<file path="src/rtl/down_timer_pkg.sv">
// Shared types and defaults for the prescaled down-timer controller.
package down_timer_pkg;

  localparam int DEF_WIDTH   = 4;
  localparam int DEF_PRESC_W = 4;

  typedef enum logic [1:0] {
    S_IDLE = 2'd0,
    S_RUN  = 2'd1,
    S_HOLD = 2'd2,
    S_DONE = 2'd3
  } state_t;

endpackage

</file>
<file path="src/rtl/down_timer_presc.sv">
// Prescale counter: emits a tick once every (reload_val+1) enabled clocks.
module down_timer_presc
  import down_timer_pkg::*;
#(
  parameter int PRESC_W = DEF_PRESC_W
) (
  input  logic               clk,
  input  logic               rst,
  input  logic               clr,
  input  logic               load,
  input  logic [PRESC_W-1:0] load_val,
  input  logic [PRESC_W-1:0] reload_val,
  input  logic               en,
  output logic               tick
);

  localparam logic [PRESC_W-1:0] ONE = PRESC_W'(1);

  logic [PRESC_W-1:0] pre_cnt_q, pre_cnt_d;

  always_comb begin
    tick      = en && (pre_cnt_q == '0);
    pre_cnt_d = pre_cnt_q;
    if (clr) begin
      pre_cnt_d = '0;
    end else if (load) begin
      pre_cnt_d = load_val;
    end else if (tick) begin
      pre_cnt_d = reload_val;
    end else if (en) begin
      pre_cnt_d = pre_cnt_q - ONE;
    end
  end

  always_ff @(posedge clk) begin
    if (rst) begin
      pre_cnt_q <= '0;
    end else begin
      pre_cnt_q <= pre_cnt_d;
    end
  end

endmodule

</file>
<file path="src/rtl/down_timer_ctrl.sv">
// Programmable down-timer sequencer with pause, abort and auto-reload.
//   state | meaning
//   IDLE  | cleared, waiting for start
//   RUN   | counting at the prescaled rate
//   HOLD  | paused, count and prescaler frozen
//   DONE  | expired without reload, count parked at 0
module down_timer_ctrl
  import down_timer_pkg::*;
#(
  parameter int WIDTH   = DEF_WIDTH,
  parameter int PRESC_W = DEF_PRESC_W
) (
  input  logic               clk,
  input  logic               rst,
  input  logic               start,
  input  logic               stop,
  input  logic               pause,
  input  logic               auto_reload,
  input  logic [WIDTH-1:0]   load_val,
  input  logic [PRESC_W-1:0] prescale,
  output logic [WIDTH-1:0]   count,
  output logic               busy,
  output logic               expired,
  output logic               done
);

  localparam logic [WIDTH-1:0] ONE = WIDTH'(1);

  state_t             state_q, state_d;
  logic [WIDTH-1:0]   count_q, count_d;
  logic [WIDTH-1:0]   load_q, load_d;
  logic [PRESC_W-1:0] presc_q, presc_d;
  logic               ar_q, ar_d;
  logic               expired_q, expired_d;

  logic active, accept, presc_en, tick;

  assign active = (state_q == S_RUN) || (state_q == S_HOLD);
  assign accept = start && !stop && ((state_q == S_IDLE) || (state_q == S_DONE));
  // HOLD with pause released counts this edge, so a pause of N cycles delays expiry by exactly N
  assign presc_en = active && !pause && !stop;

  down_timer_presc #(.PRESC_W(PRESC_W)) u_presc (
    .clk        (clk),
    .rst        (rst),
    .clr        (stop),
    .load       (accept),
    .load_val   (prescale),
    .reload_val (presc_q),
    .en         (presc_en),
    .tick       (tick)
  );

  always_comb begin
    state_d   = state_q;
    count_d   = count_q;
    load_d    = load_q;
    presc_d   = presc_q;
    ar_d      = ar_q;
    expired_d = 1'b0;
    if (stop) begin
      state_d = S_IDLE;
      count_d = '0;
    end else if (accept) begin
      count_d = load_val;
      load_d  = load_val;
      presc_d = prescale;
      ar_d    = auto_reload;
      if (load_val != '0) begin
        state_d = S_RUN;
      end else begin
        state_d   = S_DONE;
        expired_d = 1'b1;
      end
    end else if (active) begin
      state_d = pause ? S_HOLD : S_RUN;
      if (tick) begin
        if (count_q > ONE) begin
          count_d = count_q - ONE;
        end else if (ar_q) begin
          count_d   = load_q;
          expired_d = 1'b1;
        end else begin
          count_d   = '0;
          expired_d = 1'b1;
          state_d   = S_DONE;
        end
      end
    end
  end

  always_ff @(posedge clk) begin
    if (rst) begin
      state_q   <= S_IDLE;
      count_q   <= '0;
      load_q    <= '0;
      presc_q   <= '0;
      ar_q      <= 1'b0;
      expired_q <= 1'b0;
    end else begin
      state_q   <= state_d;
      count_q   <= count_d;
      load_q    <= load_d;
      presc_q   <= presc_d;
      ar_q      <= ar_d;
      expired_q <= expired_d;
    end
  end

  assign count   = count_q;
  assign busy    = active;
  assign expired = expired_q;
  assign done    = (state_q == S_DONE);

endmodule

</file>
<file path="config.mk">
export PLATFORM = sky130hd
export DESIGN_NAME = down_timer_ctrl
export DESIGN_NICKNAME = d
export VERILOG_FILES = /design/src/rtl/down_timer_pkg.sv /design/src/rtl/down_timer_presc.sv /design/src/rtl/down_timer_ctrl.sv
export SDC_FILE = /design/constraint.sdc
export NUM_CORES = 1
export LEC_CHECK = 0
export BUFFER_PORTS_ARGS = -buffer_cell sky130_fd_sc_hd__buf_2
export CORE_MARGIN = 2
export CORE_UTILIZATION = 45
export CTS_CLUSTER_DIAMETER = 120
export DETAILED_ROUTE_END_ITERATION = 10
export HOLD_SLACK_MARGIN = 0.05
export PLACE_DENSITY = 0.7
export SYNTH_ARGS = -nofsm -noshare
export SYNTH_HDL_FRONTEND = slang
export SYNTH_SLANG_ARGS = --single-unit
export TNS_END_PERCENT = 20
</file>
<file path="constraint.sdc">
create_clock -name clk -period 2 [get_ports clk]
set_clock_uncertainty 0.2 [all_clocks]
set_input_delay 0.1 -clock clk [delete_from_list [all_inputs] [get_ports clk]]
set_output_delay 0.1 -clock clk [all_outputs]
set_load 0.01 [all_outputs]
</file>
==> flow_summary.ini <==
[outcome]
status = finished with violations
violations = negative setup slack

[logic_synthesis]
synth_fp_nets = 151
syn_inst = 132
synth_area_leaders = dfxtp_1 (37%), nand2_1 (7.7%), a21oi_1 (6.0%)
yosys-top-cells-count = nand2_1 (22), dfxtp_1 (20), a21oi_1 (13)
ys_warn_count = 0
yosys.cell_types.count = 39
ys_seq_elements = 20
synthArstFlopShare_pct = 0
yosysMostFrequentCell = nand2_1
synth_top_area_share_pct = 37.1
avgSynthCellArea_um2 = 8.17
ys.flop_type = dfxtp_1
syn_area_mm2 = 0.00108
synth_area_leader_cell = dfxtp_1
ys_seq_area_share_pct = 37.1
synth_enable_flop_cells = 0

[worst_hold_path]
hp-class = in -> reg

[final_layout]
post-route-util_pct = 67.4
antenna_cells = 0
final_cells = 204
finalNetCount = 196
areaGrowthSynthToFinish_pct = 39.6
final_area_mm2 = 0.00151
drive_gt1_share_pct = 33.5

[setup_path]
startpoint_type = register
cp.arrival_ns = 2.03
critPathMaxFanout = 7
endpoint_kind = register
critPathRequiredTime_ns = 1.99
critical_path_class = reg -> reg

[drt]
wl_per_cell_um = 14.4
wl_met2_um = 1380
drc = 0
ant_nets = 0
top_layer = met3
drt_iter0_drc = 48
drt_wl_total_um = 2940
vias_per_cell = 5.68
met1_length_um = 1370
route.met3.wl_um = 193
drt-pass1-iter-count = 4
vias = 1158

[timing]
fin_ws_ns = -0.0390
hold_viol = 0
tightest_slew_ns = 0.348
holdWs_ns = 0.0820
slew_violations = 0
fmax_ghz = 0.490
setup_violations = 2
slew_headroom_pct = 76.2
period_share_pct = 102
period_minus_slack_ns = 2.04
rsz0062_at_grt = true

[power_and_ir_drop]
leakagePower_nw = 0.597
p_per_area_mw_per_mm2 = 589
irDropWorstVdd_mv = 0.418

[clock_network]
path_clk_slew_ns = 0.11
clock_latency_ns = 0.30
cts_tree = done
cts_buffer_depth = 2
clock-sinks = 20
cts.htree.levels = 1
cts_buffers = 3
cts.root.buffer_cell = clkbuf_4

[placed_design]
dp_hpwl_um = 1950
dp_cells = 188
pre_cts_slack_ns = 0.0319
placed_cell_area_mm2 = 0.00129
port_buffers = 20
routabilityCongestion = 0.824

[die]
initial_core_util_pct = 48.3
die-area_mm2 = 0.00280
ios = 21
num_rows = 17
coreArea_mm2 = 0.00223
fp.dieW_um = 53.0
die_y_um = 53.0

[grt]
grt.total_usage_pct = 22.0
grt_pass1_wl_um = 4530
grt_max_degree = 14
gr-total-overflow = 0
grt_pass1_vias = 1040
grt_antenna_before_repair = 0

[job]
maxCapViolations = 0
==> layer usage <==
| layer | up-vias | global-route usage, % |
|---|---|---|
| met5 | - | 0 |
| met4 | 0 | 6.84 |
| met3 | 0 | 4.24 |
| met2 | 44 | 35.6 |
| met1 | 539 | 29.3 |
| li1 | 575 | - |
==> area by class of cell <==
cell class,instances,area [µm²]
timing repair buffer,46,333
clock buffer,4,36.3
tap,28,35.0
inverter,6,22.5
sequential,20,405
multi-input combinational,100,673
fill,187,728
==> through the flow <==
step	setup TNS (ns)	power, mW
CTS	0	0.868
detailed placement	0	0.615
finish	-0.0557	0.886
floorplan	-0.110	0.547
global placement	0	0.610
global route	-0.165	0.935
==> report_power, final <==
part           switching [mW]  internal, mW
logic                   0.106         0.106
clock network           0.128         0.111
registers              0.0175         0.417
==> logic make-up after synthesis <==
group,after synthesis,share of synthesized area (%)
buffers and inverters,12,5.80
muxes,1,0.928
AOI/OAI and AO/OA,43,26.1
and+or+nand+nor,50,23.4
DFF,20,37.1
adders and majority gates,5,5.80
xor gates and xnor gates,1,0.812
==> worst paths after layout <==
path / startpoint / endpoint / slack [ns] / cells after the start
max: state_q[1] / count[1] / -0.04 / 6
min: pause / state_q[0] / 0.08 / 4
max reg2reg: state_q[1] / count[1] / -0.04 / 6
min reg2reg: load_q[2] / load_q[2] / 0.27 / 2
==> layout by cell type, fill, tap and decap left out, drive strengths merged, types with 2 or more instances in the layout <==
cell         synthesis  final
a211oi               4      4
a21oi               13     13
a311oi               5      5
a31oi                4      4
and2                 2      2
buf                  2     34
clkbuf               3      4
dfxtp               20     20
dlygate4sd3          0     12
ha                   5      5
inv                  6      6
nand2               22     22
nor2                 7      7
nor3                 6      6
nor3b                2      2
o21ai                6      6
o31ai                3      3
or2                  3      3
or3b                 3      3
==> sequential cells by signal, indices dropped and copies added, names as in the netlist <==
register           flops
load_q                 4
expired                1
count                  4
state_q                2
presc_q                4
ar_q                   1
u_presc.pre_cnt_q      4
==> critical path, cell delays in order, from the launching register on <==
cell and delay (ns):
dfxtp_2 0.36, ha_4 0.26, or3b_4 0.37, or2_4 0.24
buf_6 0.14, a311oi_1 0.28, a311oi_1 0.08
==> repair_timing <==
action / CTS / global route
buffers inserted: 0 / 0
gates cloned: 0 / 0
resized for setup: 0 / 19
setup endpoints to repair: 1 / 8
endpoints found under the hold margin: 19 / 0
hold buffers: 12 / 0
pin swaps: 1 / 3
No activity file was read; power rests on OpenSTA's default activity.
